### config.mk
export PLATFORM = sky130hd
export DESIGN_NAME = adc_sdo_responder
export DESIGN_NICKNAME = d
export VERILOG_FILES = /design/src/rtl/adc_sdo_responder.sv
export SDC_FILE = /design/constraint.sdc
export NUM_CORES = 1
export LEC_CHECK = 0
export CAP_MARGIN = 20
export CORE_MARGIN = 1.5
export CORE_UTILIZATION = 45
export DETAILED_ROUTE_END_ITERATION = 8
export GPL_TIMING_DRIVEN = 0
export PLACE_DENSITY = 0.7
export SYNTH_ARGS = -nofsm -noshare
export SYNTH_HDL_FRONTEND = slang
export SYNTH_SLANG_ARGS = --single-unit
### constraint.sdc
create_clock -name clk -period 3.2 [get_ports clk]
set_input_delay 0.48 -clock clk [delete_from_list [all_inputs] [get_ports clk]]
set_output_delay 0.48 -clock clk [all_outputs]
set_load 0.01 [all_outputs]
### src/rtl/adc_sdo_responder.sv
// adc_sdo_responder: emulates a 16-bit conversion ADC on the convert/SCK/SDO
// link. A synchronized convert rising edge captures a sample, holds busy for
// CONV_CYCLES clocks, then shifts the sample out MSB first on SCK falling edges.
// Optional build macro ADC_RESP_RAMP_EN adds pattern_sel and an internal ramp
// source that can replace sample_value as the captured word.
module adc_sdo_responder #(
  parameter int DATA_W      = 16,
  parameter int CONV_CYCLES = 40,
  parameter int SYNC_STAGES = 2
) (
  input  logic              clk,
  input  logic              rst,
  input  logic              adc_convert,
  input  logic              adc_sck,
  output logic              adc_sdo,
  input  logic [DATA_W-1:0] sample_value,
  input  logic              clear_err,
  output logic              busy,
  output logic              frame_done,
  output logic              early_sck_err,
  output logic [7:0]        overrun_count
`ifdef ADC_RESP_RAMP_EN
  ,
  input  logic              pattern_sel
`endif
);

  localparam int CNT_W = (CONV_CYCLES > 1) ? $clog2(CONV_CYCLES) : 1;
  localparam int BIT_W = (DATA_W > 2) ? $clog2(DATA_W) : 1;
  localparam logic [CNT_W-1:0] CNT_LOAD = CNT_W'(CONV_CYCLES - 1);
  localparam logic [BIT_W-1:0] BIT_LAST = BIT_W'(DATA_W - 1);

  localparam logic [1:0] IDLE  = 2'd0;
  localparam logic [1:0] CONV  = 2'd1;
  localparam logic [1:0] SHIFT = 2'd2;

  logic [1:0]             state;
  logic [SYNC_STAGES-1:0] conv_sync;
  logic [SYNC_STAGES-1:0] sck_sync;
  logic                   conv_d;
  logic                   sck_d;
  logic                   conv_rise;
  logic                   sck_fall;
  logic                   sck_edge;
  logic [DATA_W-1:0]      shift;
  logic [DATA_W-1:0]      capture_value;
  logic [CNT_W-1:0]       cnt;
  logic [BIT_W-1:0]       bit_cnt;

  // Synchronizer chains plus one extra registered copy for edge detection
  always_ff @(posedge clk) begin
    if (rst) begin
      conv_sync <= '0;
      sck_sync  <= '0;
      conv_d    <= 1'b0;
      sck_d     <= 1'b0;
    end else begin
      conv_sync <= {conv_sync[SYNC_STAGES-2:0], adc_convert};
      sck_sync  <= {sck_sync[SYNC_STAGES-2:0], adc_sck};
      conv_d    <= conv_sync[SYNC_STAGES-1];
      sck_d     <= sck_sync[SYNC_STAGES-1];
    end
  end

  // Edge strobes taken from the last synchronizer stage
  always_comb begin
    conv_rise = conv_sync[SYNC_STAGES-1] & ~conv_d;
    sck_fall  = ~sck_sync[SYNC_STAGES-1] & sck_d;
    sck_edge  = sck_sync[SYNC_STAGES-1] ^ sck_d;
  end

`ifdef ADC_RESP_RAMP_EN
  logic [DATA_W-1:0] ramp;

  // Ramp source advances only when it is the word being captured
  always_ff @(posedge clk) begin
    if (rst) begin
      ramp <= '0;
    end else if (conv_rise && pattern_sel) begin
      ramp <= ramp + DATA_W'(1);
    end
  end

  // Select the word captured on a convert edge
  always_comb begin
    capture_value = pattern_sel ? ramp : sample_value;
  end
`else
  // Select the word captured on a convert edge
  always_comb begin
    capture_value = sample_value;
  end
`endif

  // Main sequencer: a convert edge in any state restarts conversion
  always_ff @(posedge clk) begin
    if (rst) begin
      state      <= IDLE;
      adc_sdo    <= 1'b0;
      busy       <= 1'b0;
      frame_done <= 1'b0;
      shift      <= '0;
      cnt        <= '0;
      bit_cnt    <= '0;
    end else begin
      frame_done <= 1'b0;
      if (conv_rise) begin
        shift   <= capture_value;
        cnt     <= CNT_LOAD;
        busy    <= 1'b1;
        adc_sdo <= 1'b0;
        state   <= CONV;
      end else begin
        case (state)
          CONV: begin
            if (cnt == '0) begin
              busy    <= 1'b0;
              adc_sdo <= shift[DATA_W-1];
              bit_cnt <= '0;
              state   <= SHIFT;
            end else begin
              cnt <= cnt - CNT_W'(1);
            end
          end
          SHIFT: begin
            if (sck_fall) begin
              if (bit_cnt < BIT_LAST) begin
                shift   <= {shift[DATA_W-2:0], 1'b0};
                adc_sdo <= shift[DATA_W-2];
                bit_cnt <= bit_cnt + BIT_W'(1);
              end else begin
                adc_sdo    <= 1'b0;
                frame_done <= 1'b1;
                state      <= IDLE;
              end
            end
          end
          default: begin
            adc_sdo <= 1'b0;
            state   <= IDLE;
          end
        endcase
      end
    end
  end

  // Sticky early-SCK flag and saturating overrun counter; clear has priority
  always_ff @(posedge clk) begin
    if (rst || clear_err) begin
      early_sck_err <= 1'b0;
      overrun_count <= '0;
    end else begin
      if (state == CONV && sck_edge && !conv_rise) begin
        early_sck_err <= 1'b1;
      end
      if (conv_rise && state != IDLE && overrun_count != 8'hFF) begin
        overrun_count <= overrun_count + 8'd1;
      end
    end
  end

endmodule

==> results of run 1 <==
==> power by group <==
group	switching (mW)	total (mW)	internal, mW
logic	0.0546	0.110	0.0554
registers	0.0124	0.603	0.591
clock network	0.197	0.371	0.174
==> cell usage in the layout (no fill, tap or decap), types with 2 or more instances in the layout <==
cell type / netlist / final
sky130_fd_sc_hd__a211oi_1: 12 / 12
sky130_fd_sc_hd__a21oi_1: 19 / 19
sky130_fd_sc_hd__a31oi_1: 3 / 3
sky130_fd_sc_hd__and3_1: 2 / 2
sky130_fd_sc_hd__and4_1: 2 / 2
sky130_fd_sc_hd__buf_1: 3 / 3
sky130_fd_sc_hd__clkbuf_1: 8 / 9
sky130_fd_sc_hd__clkbuf_8: 0 / 6
sky130_fd_sc_hd__clkdlybuf4s50_1: 0 / 32
sky130_fd_sc_hd__dfxtp_1: 46 / 46
sky130_fd_sc_hd__ha_1: 8 / 8
sky130_fd_sc_hd__inv_1: 11 / 11
sky130_fd_sc_hd__mux2i_1: 16 / 16
sky130_fd_sc_hd__nand2_1: 13 / 13
sky130_fd_sc_hd__nand3_1: 8 / 8
sky130_fd_sc_hd__nand4_1: 3 / 3
sky130_fd_sc_hd__nor2_1: 22 / 22
sky130_fd_sc_hd__nor2b_1: 8 / 8
sky130_fd_sc_hd__nor3_1: 5 / 5
sky130_fd_sc_hd__o21ai_0: 15 / 15
sky130_fd_sc_hd__o31a_1: 2 / 2
sky130_fd_sc_hd__o31ai_1: 2 / 2
sky130_fd_sc_hd__or3_1: 2 / 2
sky130_fd_sc_hd__or4_1: 2 / 2
sky130_fd_sc_hd__xnor2_1: 4 / 4
==> flip-flops by register name, indices dropped and copies added (netlist names) <==
| register | cells |
|---|---|
| adc_sdo | 1 |
| bit_cnt | 4 |
| busy | 1 |
| cnt | 6 |
| conv_d | 1 |
| conv_sync | 2 |
| early_sck_err | 1 |
| frame_done | 1 |
| overrun_count | 8 |
| sck_d | 1 |
| sck_sync | 2 |
| shift | 16 |
| state | 2 |
==> synth_stat cells (all sizes together) (2+ instances only) <==
| cell | instances | share of area |
|---|---|---|
| buf | 5 | 0.011 |
| inv | 11 | 0.019 |
| or3 | 3 | 0.0094 |
| a211oi | 12 | 0.042 |
| xnor2 | 4 | 0.016 |
| nand3 | 8 | 0.019 |
| a21boi | 2 | 0.0070 |
| nand4 | 3 | 0.0088 |
| ha | 8 | 0.047 |
| nor2 | 22 | 0.039 |
| and3 | 2 | 0.0059 |
| nand2 | 13 | 0.023 |
| a21oi | 19 | 0.044 |
| o21ai | 15 | 0.035 |
| mux2i | 16 | 0.075 |
| a2111oi | 2 | 0.017 |
| and4 | 2 | 0.0082 |
| dfxtp | 46 | 0.43 |
| nor3 | 5 | 0.012 |
| clkbuf | 8 | 0.014 |
| nor2b | 8 | 0.023 |
| a31oi | 3 | 0.0088 |
| or4 | 2 | 0.0070 |
| o31a | 2 | 0.0082 |
| o31ai | 2 | 0.0070 |
==> worst max-delay path by stage <==
stage / from / to / slack, ps
after detailed placement: rst / bit_cnt[0]$_SDFFE_PP0P_ / 1110
after floorplan: cnt[0]$_SDFFE_PP0P_ / bit_cnt[1]$_SDFFE_PP0P_ / 1440
after global placement: rst / bit_cnt[0]$_SDFFE_PP0P_ / 1130
after global routing: cnt[1]$_SDFFE_PP0P_ / bit_cnt[3]$_SDFFE_PP0P_ / 1090
after CTS: cnt[0]$_SDFFE_PP0P_ / bit_cnt[1]$_SDFFE_PP0P_ / 1230
final: cnt[0]$_SDFFE_PP0P_ / bit_cnt[1]$_SDFFE_PP0P_ / 1220
==> final cells by class <==
type,count,area [um^2]
fill,411,1860
tap,52,65.1
buffer,13,53.8
timing repair buffer,32,320
inverter,11,41.3
multi-input combinational,168,1120
sequential,46,921
clock inverter,1,5.00
clock buffer,7,86.3
==> layer usage <==
metal,share of wire,global-route usage
met1,0.51,0.249
met2,0.45,0.293
met3,0.028,0.0500
met5,0,0
met4,0.015,0.0818
==> cells by family (layout without fill, tap and decap cells) <==
family	Yosys count	in the layout
AND/OR/NAND/NOR	73	73
flip-flops	46	46
multiplexers	16	16
AO/OA/AOI/OAI	66	66
XOR/XNOR	5	5
adder cells (fa/ha/maj)	8	8
buffers and inverters	24	64
==> through the flow <==
stage	hold slack (ps)	utilization	cells	worst slack, ps
after floorplan	414	-	238	1440
after global placement	418	0.564	322	1130
after detailed placement	431	0.564	322	1110
after CTS	450	0.584	330	1230
after global routing	458	0.584	330	1090
final	444	0.584	330	1220
==> Flow_metrics.wiki, run 1 <==
{| class="wikitable"
! Metric !! Value
|-
| Final critical delay including setup and external delays || 1980 ps
|-
| Post-synthesis share of cell area spent on full adders, half adders and majority gates || 0.0468
|-
| Cell class contributing the biggest share of worst-path delay || compound AO/OA/AOI/OAI gates
|-
| Post-synthesis compound-gate area fraction || 0.208
|-
| Stages on worst setup path || 6
|-
| Worst Tran Pin Value || 567 ps
|-
| Relative slew margins || 0.622
|-
| Synthesis Warnings || 0
|-
| Mux share of post-synthesis cell area || 0.0749
|-
| Synthesized instance count || 238
|-
| End point of the worst hold path || sck_sync[1]$_SDFF_PP0_
|-
| Die span in y || 71.9 um
|-
| Overall die area || 5170 um^2
|-
| Number of sinks driven by the clock tree || 46
|-
| Run status || completed
|-
| Required time worst endpoint || 3400 ps
|-
| Number of inserted diodes || 0
|-
| Starting utilization of the core area || 0.478
|-
| Overall fraction of global-route tracks in use || 0.189
|-
| Number of storage elements in the synthesis netlist || 46
|-
| Number of enable flip-flop cells after synthesis || 0
|-
| Average wire per standard cell || 13.5 um
|-
| Depth of the worst register-to-register path || 6
|-
| Delay of the slowest cell on the worst path || 600 ps
|-
| Achievable frequency || 0.505 GHz
|-
| Worst min-delay path startpoint || sck_sync[0]$_SDFF_PP0_
|-
| Final TNS setup || 0 ps
|-
| Worst Path Class, Setup || reg -> reg
|-
| Netlist cell types || 45
|-
| Final antenna-violating net count || 0
|-
| Nature of the critical path startpoint || flip-flop
|-
| Static leakage || 1.00 nW
|-
| Starting DRT DRC Count || 74
|-
| Routed Wire Length || 4.47 mm
|-
| Hold bufs inserted after CTS || 0
|-
| Area of the placeable core || 4470 um^2
|-
| Register-to-register setup slack || 1220 ps
|-
| Main combinational cell family by area after synthesis || compound AO/OA/AOI/OAI gates
|-
| Number of antenna violations at the first check in global routing || 0
|-
| Kind of end point of the critical path || flip-flop
|-
| HPWL after detailed placement || 3.25 mm
|-
| Post-layout power || 1.08 mW
|-
| Total count of max-transition violations in the final report || 0
|-
| Count of buffers from port buffering || 32
|-
| Proportion of synthesized flip-flops having asynchronous set or reset || 0
|-
| Number of setup violations in the final report || 0
|-
| Net count after synthesis || 267
|-
| Setup repair after global routing missed its margin || false
|-
| PwrDens || 415 nW/um^2
|-
| Num ports || 33
|-
| Setup fix buffers added after clock tree synthesis || 0
|-
| Count of max-cap constraint violations || 0
|-
| Share of synthesized area occupied by flip-flops and latches || 0.431
|-
| Worst hold path cell count || 1
|-
| Number of nets in the final layout || 306
|-
| Synthesized-area fraction occupied by and/or/nand/nor cells || 0.174
|-
| Quantity of gates resized following cts || 0
|-
| Final design area excluding fillers || 2610 um^2
|-
| Post-synth top flop || sky130_fd_sc_hd__dfxtp_1
|-
| Buf+Inv Stages, Crit Path || 1
|-
| CTS tree || done
|-
| Worst clock skew || 5.76 ps
|-
| Crit path cell chain || inv_1 -> ha_1 -> or2b_4 -> a2111oi_4 -> a21oi_1 -> a41o_1
|-
| Clock transition time at the flip-flop clock pins of the worst setup and hold paths || 80 ps
|-
| Global-route wire length before repair || 7.56 mm
|-
| Slowest stage cell, crit path || sky130_fd_sc_hd__a2111oi_4
|-
| Weighted congestion reported at the end of routability-driven placement || 0.837
|-
| Peak ir drop on the vdd network || 0.217 mV
|-
| Fraction of layout instances using a drive strength above 1 || 0.0540
|-
| Residual overflow from global routing || 0
|-
| DRC errors left || 0
|-
| Portion of the clock cycle consumed by the worst path in the final layout || 0.619
|-
| Signed area change from the synthesized netlist to the final layout || 22.3%
|-
| Number of endpoints with negative hold slack in the final report || 0
|-
| Pin count of the biggest net entering global routing || 14
|-
| Count of standard-cell rows || 24
|-
| Hold WC Path Type || reg -> reg
|-
| Standard cell area after detailed placement || 2520 um^2
|-
| Die outline width || 71.9 um
|-
| Share of the synthesized netlist area taken by xor and xnor gates || 0.0205
|-
| Clock Tree Root || sky130_fd_sc_hd__clkbuf_8
|-
| Level count of the clock H-tree || 2
|-
| First-pass iteration count of the detailed router || 4
|-
| Avg Cell Area, Syn || 8.98 um^2
|-
| Vias in the first global route || 1696
|-
| Buffer depth of the longest clock path || 2
|-
| Vias || 1812
|-
| TritonCTS Buffers || 5
|-
| FF-to-FF Start || cnt[0]$_SDFFE_PP0P_
|-
| Maximum fanout along the worst path || 8
|-
| R2R Path End || bit_cnt[1]$_SDFFE_PP0P_
|-
| Ratio of routed vias to standard cells || 5.49
|-
| Arr. time, crit path || 2180 ps
|-
| Combined area of all synthesized cells || 2140 um^2
|-
| Latest clock arrival within the worst-skew pair || 310 ps
|}
No activity file was read; power rests on OpenSTA's default activity.
==> inputs of run 2 (changes only) <==
Settings changed: PLACE_DENSITY 0.7 to 0.72.
Clock period 3.2 ns to 1.66 ns, I/O delays scaled along.
==> run 2 against run 1 <==
Effect of this change: setup slack got worse by 1200 ps; the flow now finishes with violations (setup timing); largest power group unchanged; highest routed layer unchanged; count of clock-buffer cells in the layout fell by 1; sequential share of layout area decreased by 2.4 points; register-to-register slack worse by 1200 ps.
==> Flow_metrics.wiki, run 2 (synthesized netlist as in run 1, its figures left out) <==
{| class="wikitable"
! Metric !! Value
|-
| Sequential Power Share || 0.558 (+0.002)
|-
| Failing checks || setup timing
|-
| Routed Wire Length || 4.67 mm (+4.7%)
|-
| Arr. time, crit path || 1880 ps (-300 ps)
|-
| Static leakage || 1.07 nW (+6.9%)
|-
| Cell internal pwr || 1.59 mW (+94%)
|-
| Placed Cells incl. Taps || 322 (unchanged)
|-
| Origin of the worst setup path || state[1]$_SDFFE_PP0P_
|-
| Top flop regs || shift: 16 flops, overrun_count: 8 flops, cnt: 6 flops
|-
| Switching power total || 0.494 mW (+87%)
|-
| Final TNS setup || -27.3 ps (-27.3 ps)
|-
| Die outline width || 71.9 um (unchanged)
|-
| Hold bufs inserted after CTS || 0 (unchanged)
|-
| Required time worst endpoint || 1850 ps (-1550 ps)
|-
| Depth of the worst register-to-register path || 7 (+1)
|-
| Kind of end point of the critical path || flip-flop
|-
| Amount of wire on met2 after detailed routing || 2.16 mm (+8.3%)
|-
| Residual overflow from global routing || 0 (unchanged)
|-
| Nature of the critical path startpoint || flip-flop
|-
| Ratio of routed vias to standard cells || 5.47 (-0.43%)
|-
| HPWL after detailed placement || 3.19 mm (-1.7%)
|-
| Worst clock skew || 4.11 ps (-1.64 ps)
|-
| Worst min-delay path startpoint || sck_sync[0]$_SDFF_PP0_
|-
| Die span in y || 71.9 um (unchanged)
|-
| Final antenna-violating net count || 0 (unchanged)
|-
| Final Non-Filler Cells || 336 (+1.8%)
|-
| R2R Path End || bit_cnt[1]$_SDFFE_PP0P_
|-
| Number of inserted diodes || 0 (unchanged)
|-
| Worst Tran Pin Value || 492 ps (-74.5 ps)
|-
| Buffer depth of the longest clock path || 2 (unchanged)
|-
| Signed area change from the synthesized netlist to the final layout || 32.3%
|-
| Maximum fanout along the worst path || 10 (+2)
|-
| Number of endpoints with negative hold slack in the final report || 0 (unchanged)
|-
| Worst setup endpoint || bit_cnt[1]$_SDFFE_PP0P_
|-
| Level count of the clock H-tree || 2 (unchanged)
|-
| Starting DRT DRC Count || 80 (+8.1%)
|-
| Met3 layer wire length in the routed design || 145 um (+16%)
|-
| Most common cell after layout, fill and taps aside || sky130_fd_sc_hd__dfxtp_1
|-
| Portion of the clock cycle consumed by the worst path in the final layout || 1.02 (+0.397)
|-
| Relative slew margins || 0.672 (+0.0497)
|-
| Final critical delay including setup and external delays || 1690 ps (-295 ps)
|-
| Pin count of the biggest net entering global routing || 13 (-1)
|-
| First-pass iteration count of the detailed router || 4 (unchanged)
|-
| Clock Tree Root || sky130_fd_sc_hd__clkbuf_8
|-
| Register-to-register setup slack || -30 ps (-1250 ps)
|-
| Vias in the first global route || 1824 (+7.5%)
|-
| Latest clock arrival within the worst-skew pair || 290 ps (-20 ps)
|-
| TritonCTS Buffers || 5 (unchanged)
|-
| CTS tree || done
|-
| Count of buffers from port buffering || 32 (unchanged)
|-
| Total count of max-transition violations in the final report || 0 (unchanged)
|-
| Overall die area || 5170 um^2 (unchanged)
|-
| Worst Path Class, Setup || reg -> reg
|-
| Proportion of power drawn by combinational gates || 0.121 (+0.020)
|-
| Fraction of layout instances using a drive strength above 1 || 0.201 (+0.147)
|-
| Post-layout power || 2.09 mW (+92%)
|-
| Number of nets in the final layout || 314 (+2.6%)
|-
| Metal-1 WL || 2.31 mm (+1.4%)
|-
| Count of standard-cell rows || 24 (unchanged)
|-
| Global-route wire length before repair || 8.10 mm (+7.1%)
|-
| Area of the placeable core || 4470 um^2 (unchanged)
|-
| Num ports || 33 (unchanged)
|-
| Highest routing layer actually used || met4
|-
| Post-Place Setup Slack || -214 ps (-1330 ps)
|-
| Hold WC Path Type || reg -> reg
|-
| Number of sinks driven by the clock tree || 46 (unchanged)
|-
| Clock transition time at the flip-flop clock pins of the worst setup and hold paths || 80 ps (about the same)
|-
| FF-to-FF Start || state[1]$_SDFFE_PP0P_
|-
| Post-route setup slack || -27.3 ps (-1250 ps)
|-
| Peak ir drop on the vdd network || 0.478 mV (+120%)
|-
| Average wire per standard cell || 13.9 um (+2.8%)
|-
| Achievable frequency || 0.593 GHz (+17%)
|-
| Clock share of power || 0.321 (-0.021)
|-
| Weighted congestion reported at the end of routability-driven placement || 0.870 (+4.0%)
|-
| Top library cells by usage in the layout, fill and taps aside || sky130_fd_sc_hd__dfxtp_1 (40), sky130_fd_sc_hd__clkdlybuf4s50_1 (32), sky130_fd_sc_hd__nor2_1 (22)
|-
| Count of max-cap constraint violations || 0 (unchanged)
|-
| Overall fraction of global-route tracks in use || 0.198 (+0.00874)
|-
| Run status || complete, but fails checks
|-
| Number of setup violations in the final report || 1 (+1)
|-
| Largest register FFs || 16 (unchanged)
|-
| Vias || 1837 (+1.4%)
|-
| Setup repair after global routing missed its margin || true
|-
| PwrDens || 738 nW/um^2 (+78%)
|-
| Number of antenna violations at the first check in global routing || 0 (unchanged)
|-
| Largest register by flop count || shift
|-
| Switching Fraction || 0.237 (-0.00643)
|-
| Starting utilization of the core area || 0.478 (unchanged)
|-
| DRC errors left || 0 (unchanged)
|}
run 2: cell types whose count changed in the layout (fill, tap and decap cells not counted), moves of 4 or more:
cell	delta
sky130_fd_sc_hd__ha_1	-5
sky130_fd_sc_hd__a21oi_1	-4
sky130_fd_sc_hd__inv_1	-4
sky130_fd_sc_hd__inv_2	+4
sky130_fd_sc_hd__buf_4	+8
sky130_fd_sc_hd__dfxtp_1	-6
sky130_fd_sc_hd__a21oi_2	+4
sky130_fd_sc_hd__dfxtp_2	+6
run 2: stage by stage:
stage / utilization / area, um^2 / hold slack (ps)
4_1_cts: 0.606 / 2710 / 450
5_1_grt: 0.632 / 2830 / 465
3_5_place_dp: 0.567 / 2540 / 433
6_report: 0.632 / 2830 / 443
3_3_place_gp: 0.567 / 2540 / 418
2_1_floorplan: - / 2150 / 377
run 2: worst min-delay path by stage:
stage                              endpoint  slack (ps)  cells past startpoint
CTS                  sck_sync[1]$_SDFF_PP0_         450                      1
global placement     sck_sync[1]$_SDFF_PP0_         420                      1
global route        conv_sync[1]$_SDFF_PP0_         470                      1
finish               sck_sync[1]$_SDFF_PP0_         440                      1
detailed placement   sck_sync[1]$_SDFF_PP0_         430                      1
floorplan           conv_sync[0]$_SDFF_PP0_         380                      1
run 2: per-layer routing:
metal / GRT usage / vias to the layer above
met5: 0 / -
met2: 0.318 / 29
met1: 0.266 / 855
li1: - / 948
met3: 0.0458 / 5
met4: 0.0608 / 0
run 2: timing repair:
item,in CTS,in global routing
gates cloned,0,0
setup buffers,8,2
endpoints found under the setup margin,22,31
resized for setup,11,28
pin swaps,10,7
run 2: worst max-delay path: stages (launching register included):
cell and delay (ps):
sky130_fd_sc_hd__dfxtp_2 360, sky130_fd_sc_hd__inv_2 60, sky130_fd_sc_hd__ha_1 200, sky130_fd_sc_hd__buf_6 150, sky130_fd_sc_hd__a2111oi_4 350, sky130_fd_sc_hd__buf_6 190
sky130_fd_sc_hd__a21oi_2 60, sky130_fd_sc_hd__a41o_1 210
run 2: power by group through the flow:
stage                     sequential (mW)  combinational [mW]  clock, mW
after global placement               1.19               0.213          0
after CTS                            1.16               0.243      0.687
after floorplan                      1.18               0.133          0
final                                1.16               0.253      0.670
after detailed placement             1.19               0.217          0
after global routing                 1.17               0.283      0.732
run 2: layout make-up:
cell class | instances | area, um^2
inverters | 11 | 41.3
multi-input cells | 168 | 1250
flip-flops and latches | 46 | 928
repair buffers | 42 | 399
fillers | 397 | 1650
clock buffers | 6 | 82.6
plain buffers | 11 | 60.1
well taps | 52 | 65.1
